===== src/rtl/bp_fe_bht_update_queue_if.sv =====
// Enqueue handshake between the backend resolution path
// and the BHT update queue.
interface bp_fe_bht_update_queue_if #(
    parameter int idx_width_p = 9
);
    logic                   v;
    logic [idx_width_p-1:0] idx;
    logic                   correct;
    logic                   ready;

    modport master (
        output v, idx, correct,
        input  ready
    );

    modport slave (
        input  v, idx, correct,
        output ready
    );
endinterface


===== src/rtl/bp_fe_bht_update_queue.sv =====
// FIFO of branch-resolution updates feeding the BHT write port.
// Defers a head write that collides with the current BHT read index.
module bp_fe_bht_update_queue #(
    parameter int bht_idx_width_p = 9,
    parameter int els_p           = 4,
    parameter int max_defer_p     = 2
) (
    input  logic                       clk_i,
    input  logic                       reset_i,
    bp_fe_bht_update_queue_if.slave    enq_i,
    input  logic                       r_v_i,
    input  logic [bht_idx_width_p-1:0] idx_r_i,
    output logic                       w_v_o,
    output logic [bht_idx_width_p-1:0] idx_w_o,
    output logic                       correct_w_o,
    output logic [$clog2(els_p):0]     count_o
);

    localparam int ptr_w_lp = $clog2(els_p);
    localparam int cnt_w_lp = ptr_w_lp + 1;
    localparam int def_w_lp = $clog2(max_defer_p + 1);

    logic [bht_idx_width_p-1:0] idx_mem_q  [els_p];
    logic                       corr_mem_q [els_p];

    logic [ptr_w_lp-1:0] rptr_q, rptr_d;
    logic [ptr_w_lp-1:0] wptr_q, wptr_d;
    logic [cnt_w_lp-1:0] count_q, count_d;
    logic [def_w_lp-1:0] defer_q, defer_d;

    logic                       empty;
    logic                       enq;
    logic                       conflict;
    logic                       forced;
    logic [bht_idx_width_p-1:0] head_idx;
    logic                       head_corr;

    assign empty     = (count_q == '0);
    assign head_idx  = idx_mem_q[rptr_q];
    assign head_corr = corr_mem_q[rptr_q];

    // Ready is a pure function of occupancy, so a full queue
    // refuses input even while it drains.
    assign enq_i.ready = (count_q != cnt_w_lp'(els_p));
    assign enq         = enq_i.v & enq_i.ready;

    assign conflict = ~empty & r_v_i & (idx_r_i == head_idx);
    assign forced   = (defer_q == def_w_lp'(max_defer_p));

    assign w_v_o       = ~empty & (~conflict | forced);
    assign idx_w_o     = empty ? '0 : head_idx;
    assign correct_w_o = ~empty & head_corr;
    assign count_o     = count_q;

    // Next-state for pointers, occupancy and defer counter.
    always_comb begin
        rptr_d  = rptr_q;
        wptr_d  = wptr_q;
        count_d = count_q;
        defer_d = defer_q;

        if (enq) begin
            wptr_d = wptr_q + 1'b1;
        end
        if (w_v_o) begin
            rptr_d = rptr_q + 1'b1;
        end

        unique case ({enq, w_v_o})
            2'b10:   count_d = count_q + 1'b1;
            2'b01:   count_d = count_q - 1'b1;
            default: count_d = count_q;
        endcase

        if (w_v_o || empty) begin
            defer_d = '0;
        end else if (conflict) begin
            defer_d = defer_q + 1'b1;
        end
    end

    // Control state with synchronous reset.
    always_ff @(posedge clk_i) begin
        if (reset_i) begin
            rptr_q  <= '0;
            wptr_q  <= '0;
            count_q <= '0;
            defer_q <= '0;
        end else begin
            rptr_q  <= rptr_d;
            wptr_q  <= wptr_d;
            count_q <= count_d;
            defer_q <= defer_d;
        end
    end

    // Entry storage; reset only needs to clear the pointers.
    always_ff @(posedge clk_i) begin
        if (enq) begin
            idx_mem_q[wptr_q]  <= enq_i.idx;
            corr_mem_q[wptr_q] <= enq_i.correct;
        end
    end

endmodule

===== src/flat_wrapper.sv =====
// flat-port wrapper written by rule: the top's interface ports become plain ports
module bp_fe_bht_update_queue_flat 
#(
    parameter int bht_idx_width_p = 9,
    parameter int els_p           = 4,
    parameter int max_defer_p     = 2
)
  (clk_i, reset_i, r_v_i, idx_r_i, w_v_o, idx_w_o, correct_w_o, count_o, enq_i_v, enq_i_idx, enq_i_correct, enq_i_ready);
  bp_fe_bht_update_queue_if enq_i_i ();
  input  logic clk_i;
  input  logic reset_i;
  input  logic r_v_i;
  input  logic [bht_idx_width_p-1:0] idx_r_i;
  output logic w_v_o;
  output logic [bht_idx_width_p-1:0] idx_w_o;
  output logic correct_w_o;
  output logic [$clog2(els_p):0] count_o;
  input wire logic [$bits(enq_i_i.v)-1:0] enq_i_v;
  input wire logic [$bits(enq_i_i.idx)-1:0] enq_i_idx;
  input wire logic [$bits(enq_i_i.correct)-1:0] enq_i_correct;
  output wire logic [$bits(enq_i_i.ready)-1:0] enq_i_ready;
  assign enq_i_i.v = enq_i_v;
  assign enq_i_i.idx = enq_i_idx;
  assign enq_i_i.correct = enq_i_correct;
  assign enq_i_ready = enq_i_i.ready;
  bp_fe_bht_update_queue #(.bht_idx_width_p(bht_idx_width_p), .els_p(els_p), .max_defer_p(max_defer_p)) u_core (.clk_i(clk_i), .reset_i(reset_i), .enq_i(enq_i_i), .r_v_i(r_v_i), .idx_r_i(idx_r_i), .w_v_o(w_v_o), .idx_w_o(idx_w_o), .correct_w_o(correct_w_o), .count_o(count_o));
endmodule

===== config.mk =====
export PLATFORM = sky130hd
export DESIGN_NAME = bp_fe_bht_update_queue_flat
export DESIGN_NICKNAME = d
export VERILOG_FILES = /design/src/rtl/bp_fe_bht_update_queue_if.sv /design/src/rtl/bp_fe_bht_update_queue.sv /design/src/flat_wrapper.sv
export SDC_FILE = /design/constraint.sdc
export NUM_CORES = 1
export LEC_CHECK = 0
export BUFFER_PORTS_ARGS = -buffer_cell sky130_fd_sc_hd__buf_2
export CAP_MARGIN = 40
export CORE_ASPECT_RATIO = 1.4
export CORE_MARGIN = 5
export CORE_UTILIZATION = 30
export CTS_CLUSTER_SIZE = 8
export DETAILED_ROUTE_END_ITERATION = 10
export SYNTH_ARGS = -nofsm -noshare
export SYNTH_HDL_FRONTEND = slang
export SYNTH_SLANG_ARGS = --single-unit

===== constraint.sdc =====
create_clock -name clk_i -period 3 [get_ports clk_i]
set_input_delay 0.15 -clock clk_i [delete_from_list [all_inputs] [get_ports clk_i]]
set_output_delay 0.15 -clock clk_i [all_outputs]
set_load 0.005 [all_outputs]

==> out/metrics.yaml <==
status: "complete, no violations"
num_rows: 37
antenna_found_initial: 0
grtUsageMet1: 0.1132
vias_per_cell: 4.355
wl_per_cell_um: 14.20
finalNonFillerCells: 290
start_util: 0.3021
grt_util_met2: 0.1692
clkPwrFrac: 0.164
crit_arrival_ns: 3.06
h-tree-depth: 2
ctsLongestPathBuffers: 2
final_nets: 222
hold_violations: 0
drv_slew: 0
grt_max_degree: 16
clock_skew_ns: 0.01215
dpl.cell_count: 280
fin_ws_ns: 0.1728
ys_warn_count: 0
min_path_cells: 1
hp-class: "input pin to register"
synth-seq-cells: 51
r2r_end: "u_core.count_o[2]"
die_w_um: 82.31
p_leak_uw: 0.0009621
hold_buffers: 0
synth_nets: 173
drt_iter0_markers: 48
use_met3: 0.02683
cts_sinks: 51
maxCapViolCount: 0
reg2reg_depth: 12
worstPathRequired_ns: 3.24
path_class: "register to register"
vias: 1263
finalSetupViolations: 0
max_freq_mhz: 353.7
timing.final.crit_share: 0.9424
cp_slowest_stage_delay_ns: 0.52
crit_chain: "buf_8 -> mux4_2 -> xnor2_1 -> nand4_1 -> nor3_2 -> nor2_1 -> ha_2 -> inv_1 -> fa_1 -> xor2_1 -> or3_1 -> a21oi_1"
n_antenna_cell: 0
critPathSlowestCell: "mux4_2"
ys_types: 29
hold_ws_ns: 0.06366
critPathMaxFanout: 6
ant_nets: 0
dp_hpwl_um: 3162
port_buffers: 37
routabilityCongestion: 0.7255
cp_top_family: "simple AND/OR/NAND/NOR gates"
die_area_um2: 9155
multi_input_area_um2: 733.2
final-seq-area_um2: 1423
grt_pass1_vias: 1378
comb_power_share: 0.419
area_delta_synth_final_pct: 20.97
syn_area_um2: 2196
cts_buffers: 5
worstHoldStart: "enq_i_idx[5]"
switching_share: 0.3254
power_frac_seq: 0.417
ff2ff_setup_slack_ns: 0.17
clock_latency_ns: 0.30
clk_root_buffer_cell: "clkbuf_8"
wl_um: 4119
n_fill_cell: 712
timing.critical_path.buf_inv: 2
cts.clk_slew.worst_paths_ns: 0.09
min_to: "u_core.idx_mem_q[2][5]"
dp_slack_ns: 0.05823
end_kind: "register"
first_pass_iters: 4
grt-ovfl-total: 0
slew_headroom: 0.6416
yosysSeqAreaShare: 0.6473
drc: 0
p_sw_uw: 730.1
start_kind: "register"
die-height_um: 111.2
top_usage_layer: "met2"
drive_above_1_share: 0.3472
post_synth.cell_area_avg_um2: 15.36
intPower_uw: 1514
fin_crit_ns: 2.827
worst-slew-pin-transition_ns: 0.5376
grt_pass1_wl_um: 6831
grtUsageTotal: 0.1005
vdd_ir_drop_max_v: 0.0002257
core_um2: 7268
cts_tree: "done"
io_pins: 38
netlist_instances: 143
fin_util: 0.3655
cellPowerDensity_nw_per_um2: 844.7
[worst reg2reg max path: cells and delay by family (launching register included)]
kind / cells / cell delay [ns]
buffers and inverters: 2 / 0.19
AO/OA/AOI/OAI: 1 / 0.14
multiplexers: 1 / 0.52
adder cells (fa/ha/maj): 2 / 0.57
XOR/XNOR: 2 / 0.29
flip-flops: 1 / 0.36
AND/OR/NAND/NOR: 4 / 0.70
[flip-flops by register name, indices dropped and copies added, names as in the netlist, named ones only]
name / flops
u_core.wptr_q: 2
u_core.corr_mem_q: 4
u_core.defer_q: 2
u_core.count_o: 3
u_core.idx_mem_q: 36
u_core.rptr_q: 2
[Yosys cell counts (all sizes together)]
| cell type | number | area share |
|---|---|---|
| nand2 | 3 | 0.0051 |
| xnor2 | 10 | 0.040 |
| xor2 | 2 | 0.0080 |
| or4b | 1 | 0.0046 |
| a21oi | 4 | 0.0091 |
| nor3b | 3 | 0.010 |
| and3 | 4 | 0.011 |
| clkbuf | 3 | 0.0051 |
| o21ai | 3 | 0.0068 |
| mux4 | 10 | 0.10 |
| and2 | 1 | 0.0029 |
| edfxtp | 40 | 0.55 |
| or4 | 1 | 0.0034 |
| nor4b | 1 | 0.0040 |
| nand2b | 1 | 0.0029 |
| nand3 | 4 | 0.0091 |
| nor3 | 3 | 0.0068 |
| inv | 9 | 0.015 |
| a211oi | 1 | 0.0034 |
| ha | 6 | 0.034 |
| dfxtp | 11 | 0.10 |
| nor2b | 11 | 0.031 |
| buf | 1 | 0.0051 |
| or3 | 1 | 0.0029 |
| nand4 | 2 | 0.0057 |
| a22oi | 1 | 0.0034 |
| fa | 1 | 0.0091 |
| nor2 | 5 | 0.0085 |
[stage by stage]
| step | area [um2] | setup TNS, ns | power (uW) |
|---|---|---|---|
| after floorplan | 2196 | 0 | 1538 |
| final | 2656 | 0 | 2244 |
| after CTS | 2623 | 0 | 2253 |
| after detailed placement | 2537 | 0 | 1876 |
| after global routing | 2656 | -0.01113 | 2426 |
| after global placement | 2537 | 0 | 1861 |
[worst max path at each step]
stage,endpoint,depth (start not counted)
2_1_floorplan,u_core.count_o[2],12
3_3_place_gp,u_core.count_o[2],12
3_5_place_dp,u_core.count_o[2],12
4_1_cts,u_core.count_o[2],12
5_1_grt,u_core.count_o[2],12
6_report,u_core.count_o[2],12
[area by class of cell]
type / count / share of cell area
sequential: 51 / 0.5356
multi-input combinational: 79 / 0.2760
timing repair buffer: 46 / 0.09797
tap: 97 / 0.04569
clock buffer: 6 / 0.02732
clock inverter: 2 / 0.004710
inverter: 9 / 0.01272
[per-layer routing]
| layer | vias up | wire (um) |
|---|---|---|
| met3 | 4 | 174 |
| li1 | 627 | - |
| met2 | 21 | 2249 |
| met4 | 0 | 82 |
| met1 | 611 | 1612 |
| met5 | - | 0 |
[cell usage in the layout (no fill, tap or decap), types with 2 or more instances in the layout]
cell type / n
buf_2: 37
nand3_1: 4
buf_4: 8
inv_1: 9
dfxtp_1: 10
nor2_1: 5
clkbuf_8: 5
nand4_1: 2
xnor2_1: 10
mux4_2: 9
nor3b_1: 3
nand2_1: 2
a21oi_1: 4
nor2b_1: 11
o21ai_0: 3
xor2_1: 2
and3_1: 4
edfxtp_1: 40
nor3_2: 2
ha_1: 5
[cells by family (layout without fill, tap and decap cells)]
family / after synthesis / count (layout) / share of synthesized area
AOI/OAI and AO/OA: 9 / 9 / 0.02279
xor gates and xnor gates: 12 / 12 / 0.04786
adders and majority gates: 7 / 7 / 0.04330
buffers and inverters: 13 / 63 / 0.02564
DFF: 51 / 51 / 0.6473
muxes: 10 / 10 / 0.1043
and+or+nand+nor: 41 / 41 / 0.1088
[what timing repair did]
action / 4_1_cts / 5_1_grt
buffers inserted: 0 / 2
gates resized for setup: 0 / 6
setup endpoints to repair: 0 / 2
[power groups by stage]
stage / clock network, uW / registers, uW / logic [uW]
detailed placement: 0 / 949 / 926
global route: 418 / 949 / 1060
global placement: 0 / 946 / 915
floorplan: 0 / 923 / 615
CTS: 390 / 934 / 929
finish: 367 / 935 / 941
Note: power is estimated with default switching activity, not from simulation.
